## config.mk

```make
export PLATFORM = sky130hd
export DESIGN_NAME = instruction_fetch
export DESIGN_NICKNAME = d
export VERILOG_FILES = /design/src/rtl/instruction_fetch.sv
export SDC_FILE = /design/constraint.sdc
export NUM_CORES = 1
export LEC_CHECK = 0
export ABC_AREA = 1
export BUFFER_PORTS_ARGS = -buffer_cell sky130_fd_sc_hd__buf_2
export CAP_MARGIN = 5
export CORE_MARGIN = 3
export CORE_UTILIZATION = 40
export CTS_CLUSTER_SIZE = 40
export DETAILED_ROUTE_END_ITERATION = 12
export PLACE_DENSITY_LB_ADDON = 0.2
export RECOVER_POWER = 100
export SYNTH_ARGS = -nofsm -noshare
export SYNTH_HDL_FRONTEND = slang
export SYNTH_SLANG_ARGS = --single-unit
```

## constraint.sdc

```tcl
create_clock -name clk -period 2 [get_ports clk]
set_input_delay 0.2 -clock clk [delete_from_list [all_inputs] [get_ports clk]]
set_output_delay 0.2 -clock clk [all_outputs]
set_load 0.02 [all_outputs]
```

## src/rtl/instruction_fetch.sv

```systemverilog
`default_nettype none
// ============================================================================
// instruction_fetch : PC owner and requester side of a synchronous imem read,
//                     with stall hold buffer and branch/jump redirect.
// Revision: 1.0
// ============================================================================
module instruction_fetch #(
    parameter int unsigned       PC_W     = 32,
    parameter int unsigned       INST_W   = 32,
    parameter logic [PC_W-1:0]   RESET_PC = '0,
    parameter logic [PC_W-1:0]   PC_STEP  = 1
) (
    input  logic              clk,
    input  logic              rst_n,
    output logic [PC_W-1:0]   imem_pc,
    input  logic [INST_W-1:0] imem_inst,
    input  logic              stall,
    input  logic              redirect_valid,
    input  logic [PC_W-1:0]   redirect_pc,
    output logic              inst_valid,
    output logic [INST_W-1:0] inst_out,
    output logic [PC_W-1:0]   inst_pc
);

    logic [PC_W-1:0]   pc_q;
    logic              pend_v;
    logic [PC_W-1:0]   pend_pc;
    logic              hold_v;
    logic [INST_W-1:0] hold_inst;
    logic [PC_W-1:0]   hold_pc;

    assign imem_pc    = pc_q;
    assign inst_valid = hold_v | pend_v;

    // The hold buffer takes precedence: while it is full, imem_inst belongs
    // to the next PC and must not be shown yet.
    always_comb begin
        inst_out = '0;
        inst_pc  = '0;
        if (hold_v) begin
            inst_out = hold_inst;
            inst_pc  = hold_pc;
        end else if (pend_v) begin
            inst_out = imem_inst;
            inst_pc  = pend_pc;
        end
    end

    always_ff @(posedge clk or negedge rst_n) begin
        if (!rst_n) begin
            pc_q      <= RESET_PC;
            pend_v    <= 1'b0;
            pend_pc   <= '0;
            hold_v    <= 1'b0;
            hold_inst <= '0;
            hold_pc   <= '0;
        end else if (redirect_valid) begin
            pc_q   <= redirect_pc;
            pend_v <= 1'b0;
            hold_v <= 1'b0;
        end else if (stall && inst_valid) begin
            // Memory has no address enable, so it keeps re-reading pc_q;
            // capture the stalled word once and keep pend tracking pc_q.
            pend_v  <= 1'b1;
            pend_pc <= pc_q;
            if (!hold_v) begin
                hold_v    <= 1'b1;
                hold_inst <= imem_inst;
                hold_pc   <= pend_pc;
            end
        end else begin
            pc_q    <= pc_q + PC_STEP;
            pend_v  <= 1'b1;
            pend_pc <= pc_q;
            hold_v  <= 1'b0;
        end
    end

endmodule
`default_nettype wire

```

==> flow_metrics.py, run 1 <==
metrics = {
    "outcome": {
        "run_status": "complete, no violations",
    },
    "placed_design": {
        "gp_congestion": 0.931,
        "placed_area_mm2": 0.00762,
        "dp.cells": 1217,
        "place_ws_ps": 258,
        "portBuffers": 164,
        "place_hpwl_mm": 12.5,
    },
    "power_and_ir_drop": {
        "swShare_pct": 29.9,
        "power_density_mw_per_mm2": 1050,
        "power_leakage_nw": 3.99,
        "power.switching_mw": 2.56,
        "clockPowerShare_pct": 41.0,
        "vdd_ir_drop_max_mv": 0.659,
        "pwr-share-comb_pct": 18.8,
        "seq_power_share_pct": 40.2,
        "internal_power_mw": 6.00,
    },
    "yosys": {
        "synth_warnings": 0,
        "ys_top_cells_by_count": "284 x nand2_1, 130 x dfrtp_1, 111 x o21ai_0",
        "syn_inst": 871,
        "synth_fa_ha_area_share_pct": 0.189,
        "synth_xor_area_share_pct": 0,
        "syn_area_mm2": 0.00661,
        "ys_ff_latch": 130,
        "yosys.area_share.simple_pct": 23.2,
        "synth.most_common_cell": "nand2_1",
        "synthArstFlopShare_pct": 100,
        "ys_types": 30,
        "synth_enable_flop_cells": 0,
        "synthMuxAreaShare_pct": 0,
        "synthesis.nets": 940,
        "synth_compound_area_share_pct": 18.3,
        "synthTopCellsByArea": "dfrtp_1 49%, nand2_1 16%, o21ai_0 8.4%, inv_1 5.2%, o21ai_1 3.6%",
        "synth_largest_area_cell": "dfrtp_1",
        "synth_top_area_share_pct": 49.3,
        "ys.flop_type": "dfrtp_1",
        "syn_avg_cell_area_um2": 7.58,
        "synth_top_family_by_area": "simple AND/OR/NAND/NOR gates",
        "yosysSeqAreaShare_pct": 49.3,
    },
    "die": {
        "ios": 165,
        "initial_utilization_pct": 41.3,
        "core.rowCount": 46,
        "core_area_mm2": 0.0160,
        "die_h_um": 135,
        "dieArea_mm2": 0.0181,
        "dieWidth_um": 135,
    },
    "route": {
        "drt_iter0_markers": 365,
        "drtPass1Iterations": 5,
        "drtAntennaViolNets": 0,
        "viasPerCell": 4.83,
        "via_count": 6036,
        "wl_mm": 17.7,
        "wire_per_inst_um": 14.1,
        "drc_errors": 0,
    },
    "critical_path": {
        "reg2reg_from": "imem_pc[0]",
        "cp-startpoint": "hold_v",
        "required_ps": 1800,
        "reg2reg_slack_ps": 150,
        "worstSetupStartpointType": "register",
        "path_class": "register to output port",
        "cp.arrival_ps": 1660,
        "endpoint_kind": "output port",
        "r2r-end": "imem_pc[26]",
        "crit_fanout": 64,
        "r2r_cells": 10,
    },
    "final_layout": {
        "fin_nets": 1090,
        "diodes": 0,
        "final_cells": 1250,
        "fillers": 1671,
        "area_delta_synth_final_pct": 22.8,
        "drive_gt1_share_pct": 15.8,
        "final_area_mm2": 0.00811,
    },
    "timing": {
        "fmax_mhz": 537,
        "worst_slew_pin_slew_ps": 1040,
        "fin_ws_ps": 136,
        "period_minus_slack_ps": 1860,
        "period_share_pct": 93.2,
        "hold_violations": 0,
        "slew_violations": 0,
        "fin_tns_setup_ps": 0,
        "fin_hold_ws_ps": 19.0,
        "rsz0062_at_grt": "no",
        "finalClockSkew_ps": 7.23,
        "setup_viol": 0,
        "slew_headroom_pct": 30.7,
    },
    "worst_hold_path": {
        "hp-start": "redirect_pc[22]",
        "hold-path-endpoint": "imem_pc[22]",
        "hold_path_depth": 3,
        "hold_class": "primary input to register",
    },
    "grt": {
        "grt_max_degree": 65,
        "antenna_found_initial": 0,
        "grt_pass1_vias": 5597,
        "grt_pass1_wl_mm": 28.5,
        "grt_overflow": 0,
        "grtUsageTotal_pct": 19.8,
    },
    "cts": {
        "path_clk_slew_ps": 60,
        "cts_made_buffers": 17,
        "cts_setup_buffers": 0,
        "cts.path.max_buffers": 2,
        "cts_tree": "yes",
        "clock_latency_ps": 420,
        "htree_levels": 4,
        "root_buffer": "clkbuf_16",
        "clock_sinks": 130,
    },
    "flow_run": {
        "maxCapViolations": 0,
    },
}
kinds of logic after synthesis:
family | count (synthesis)
flip-flops | 130
buffers and inverters | 138
AO/OA/AOI/OAI | 219
AND/OR/NAND/NOR | 383
adder cells (fa/ha/maj) | 1
final cells by class:
class | instances | area, µm² | share of cell area [%]
tap | 216 | 270 | 3.33
inverter | 93 | 349 | 4.30
clock buffer | 24 | 502 | 6.18
sequential | 130 | 3250 | 40.1
multi-input combinational | 603 | 2680 | 33.0
clock inverter | 8 | 171 | 2.11
timing repair buffer | 176 | 888 | 10.9
layout by cell type (no fill, tap or decap), drive strengths merged:
| cell type | netlist | layout |
|---|---|---|
| a21boi | 2 | 2 |
| a21oi | 25 | 25 |
| a22oi | 5 | 5 |
| a31oi | 1 | 1 |
| buf | 32 | 73 |
| bufinv | 0 | 5 |
| clkbuf | 13 | 126 |
| clkinv | 0 | 2 |
| clkinvlp | 0 | 1 |
| dfrtp | 130 | 130 |
| dlygate4sd3 | 0 | 1 |
| ha | 1 | 1 |
| inv | 93 | 93 |
| nand2 | 286 | 286 |
| nand3 | 28 | 28 |
| nand3b | 1 | 1 |
| nand4 | 4 | 4 |
| nor2 | 61 | 61 |
| o21a | 3 | 3 |
| o21ai | 179 | 179 |
| o21bai | 1 | 1 |
| o22ai | 1 | 1 |
| o31ai | 2 | 2 |
| or2 | 3 | 3 |
worst max-delay path, stage by stage (launching register included):
cell	delay (ps)
dfrtp_2	370
clkbuf_8	390
nand2_1	80
o21ai_0	100
clkbuf_1	270
flip-flops by register name, indices dropped and copies added, names as in the netlist:
signal     count
pend_v         1
hold_inst     32
imem_pc       32
pend_pc       32
hold_v         1
hold_pc       32
power by group through the flow:
| stage | Clock (mW) | Combinational (mW) | Sequential, mW |
|---|---|---|---|
| floorplan | 0 | 1.04 | 3.52 |
| global placement | 0 | 1.72 | 3.47 |
| detailed placement | 0 | 1.75 | 3.47 |
| CTS | 3.58 | 1.75 | 3.43 |
| global route | 3.69 | 1.83 | 3.51 |
| finish | 3.51 | 1.61 | 3.44 |
layer usage:
metal  global-route usage, %  vias up  share of wire [%]
met5                       0        -                  0
met4                    6.50        0                1.5
met3                    4.14       19                6.5
met2                    28.7      206                 42
met1                    29.7     2722                 50
li1                        -     3089                  -
worst max-delay path by stage:
stage | to | slack, ps | cells past startpoint
final | inst_out[19] | 140 | 4
after global routing | inst_pc[28] | 30 | 4
after detailed placement | imem_pc[20] | 260 | 10
after global placement | imem_pc[30] | 320 | 10
after CTS | inst_pc[22] | 30 | 5
after floorplan | imem_pc[16] | 380 | 9
repair_timing:
action,in CTS,in global routing
gates resized for setup,1,2
hold buffers,1,0
pin swaps,0,0
cloned,0,0
setup endpoints to repair,17,1
endpoints found under the hold margin,37,0
metrics by stage:
stage,util [%],power [mW]
floorplan,-,4.56
global placement,47.6,5.18
detailed placement,47.6,5.22
CTS,51.9,8.76
global route,50.7,9.03
finish,50.7,8.55
Power figures use the tool's default switching activity.
==> run 2, diff against run 1 <==
- CORE_UTILIZATION: 40 -> 54
- clock period: 2 -> 1.9 ns (I/O delays scaled with it)
==> flow_metrics.py, run 2 (synthesis results as in run 1) <==
metrics = {
    "outcome": {
        "run_status": "complete, no violations",
    },
    "cts": {
        "cts_tree": "yes",
        "htree_levels": 4,
        "clock_sinks": 130,
        "root_buffer": "clkbuf_16",
        "cts_made_buffers": 17,
        "clock_latency_ps": 410,
        "cts_setup_buffers": 0,
        "path_clk_slew_ps": 60,
        "cts.path.max_buffers": 2,
    },
    "route": {
        "via_count": 6144,
        "wire_per_inst_um": 14.4,
        "drtPass1Iterations": 5,
        "wl_mm": 17.0,
        "drtAntennaViolNets": 0,
        "viasPerCell": 5.21,
        "drc_errors": 0,
        "drt_iter0_markers": 435,
    },
    "placed_design": {
        "portBuffers": 164,
        "placed_area_mm2": 0.00755,
        "place_hpwl_mm": 12.0,
        "place_ws_ps": 212,
        "gp_congestion": 0.896,
        "dp.cells": 1147,
    },
    "critical_path": {
        "crit_fanout": 25,
        "critPathSlowestCell": "dfrtp_2",
        "path_class": "register to output port",
        "max_stage_delay_ps": 410,
        "endpoint_kind": "output port",
        "worstSetupStartpointType": "register",
        "required_ps": 1710,
        "cp.arrival_ps": 1630,
        "critPathBufInv": 3,
        "crit_family": "buffers and inverters",
        "path_cells": "inv_2, nand2_4, buf_6, o21ai_0, buf_2",
    },
    "final_layout": {
        "drive_gt1_share_pct": 18.3,
        "layout_commonest_cell": "nand2_1",
        "fin_nets": 1093,
        "final_area_mm2": 0.00806,
        "fillers": 1014,
        "diodes": 0,
        "final_cells": 1180,
        "area_delta_synth_final_pct": 22.0,
        "layout_common_cells": "283 x nand2_1, 154 x o21ai_0, 129 x dfrtp_1, 91 x inv_1, 84 x buf_2",
    },
    "die": {
        "ios": 165,
        "dieArea_mm2": 0.0136,
        "core_area_mm2": 0.0117,
        "core.rowCount": 39,
        "dieWidth_um": 117,
        "die_h_um": 117,
        "initial_utilization_pct": 56.6,
    },
    "timing": {
        "period_minus_slack_ps": 1820,
        "hold_violations": 0,
        "rsz0062_at_grt": "yes",
        "fin_hold_ws_ps": 21.8,
        "worst_slew_pin_slew_ps": 964,
        "slew_violations": 0,
        "fin_ws_ps": 76.6,
        "setup_viol": 0,
        "finalClockSkew_ps": 6.87,
        "period_share_pct": 96.0,
        "slew_headroom_pct": 35.7,
        "fmax_mhz": 548,
    },
    "grt": {
        "grt_overflow": 0,
        "grtUsageTotal_pct": 25.3,
        "grt_max_degree": 71,
        "grt_pass1_wl_mm": 26.9,
        "grt_pass1_vias": 5522,
        "antenna_found_initial": 0,
    },
    "power_and_ir_drop": {
        "power_leakage_nw": 4.08,
        "vdd_ir_drop_max_mv": 0.687,
        "power_density_mw_per_mm2": 1120,
    },
    "worst_hold_path": {
        "hold_class": "primary input to register",
    },
    "flow_run": {
        "maxCapViolations": 0,
    },
}
[run 2: changes by cell type in the layout (fill, tap and decap cells not counted), moves of 4 or more]
cell / delta
o21ai_1: +13
buf_4: +7
o21ai_0: -12
clkbuf_8: -4
clkbuf_1: -24
buf_2: +17
[run 2: path summary, 6_finish.rpt]
path                            startpoint             to  slack, ps  cells past startpoint
min in group asynchronous            rst_n  hold_inst[28]        540                      3
max reg2reg                     imem_pc[2]    imem_pc[19]        130                      9
max in group asynchronous            rst_n    imem_pc[30]        670                      3
max                                 hold_v    inst_out[9]         80                      5
min reg2reg                  hold_inst[12]  hold_inst[12]        480                      2
min                        redirect_pc[25]    imem_pc[25]         20                      3
[run 2: cell type report]
cell class / instances / area, µm² / area share [%]
Sequential cell: 130 / 3250 / 40.4
Multi-Input combinational cell: 603 / 2690 / 33.3
Timing Repair Buffer: 179 / 917 / 11.4
Clock buffer: 18 / 439 / 5.45
Inverter: 93 / 349 / 4.33
Clock inverter: 14 / 235 / 2.92
Tap cell: 143 / 179 / 2.22
[run 2: worst min-delay path, stage by stage]
cell,delay [ps]
buf_2,80
a22oi_1,70
nand2_1,60
[run 2: layer usage]
| layer | routed length, µm | part of all wire (%) | GRT usage [%] | vias to the layer above |
|---|---|---|---|---|
| met3 | 1070 | 6.3 | 4.25 | 21 |
| met1 | 7750 | 46 | 36.0 | 2816 |
| li1 | - | - | - | 3089 |
| met5 | 0 | 0 | 0 | - |
| met4 | 241 | 1.4 | 8.26 | 0 |
| met2 | 7960 | 47 | 39.7 | 218 |
[run 2: power breakdown]
| part | switching (mW) | internal (mW) |
|---|---|---|
| Clock | 1.19 | 2.49 |
| Sequential | 0.354 | 3.27 |
| Combinational | 1.15 | 0.556 |
[run 2: per-stage QoR]
stage	setup TNS, ps	util (%)	power (mW)
2_1_floorplan	0	-	4.80
3_3_place_gp	0	64.7	5.42
3_5_place_dp	0	64.7	5.48
4_1_cts	0	70.7	9.19
5_1_grt	-28.5	69.1	9.47
6_report	0	69.1	9.02
[run 2: timing repair]
item / CTS / global route
hold endpoints to repair: 130 / 0
gates resized for setup: 6 / 16
pin swaps: 0 / 0
hold buffers: 1 / 0
setup endpoints to repair: 64 / 36
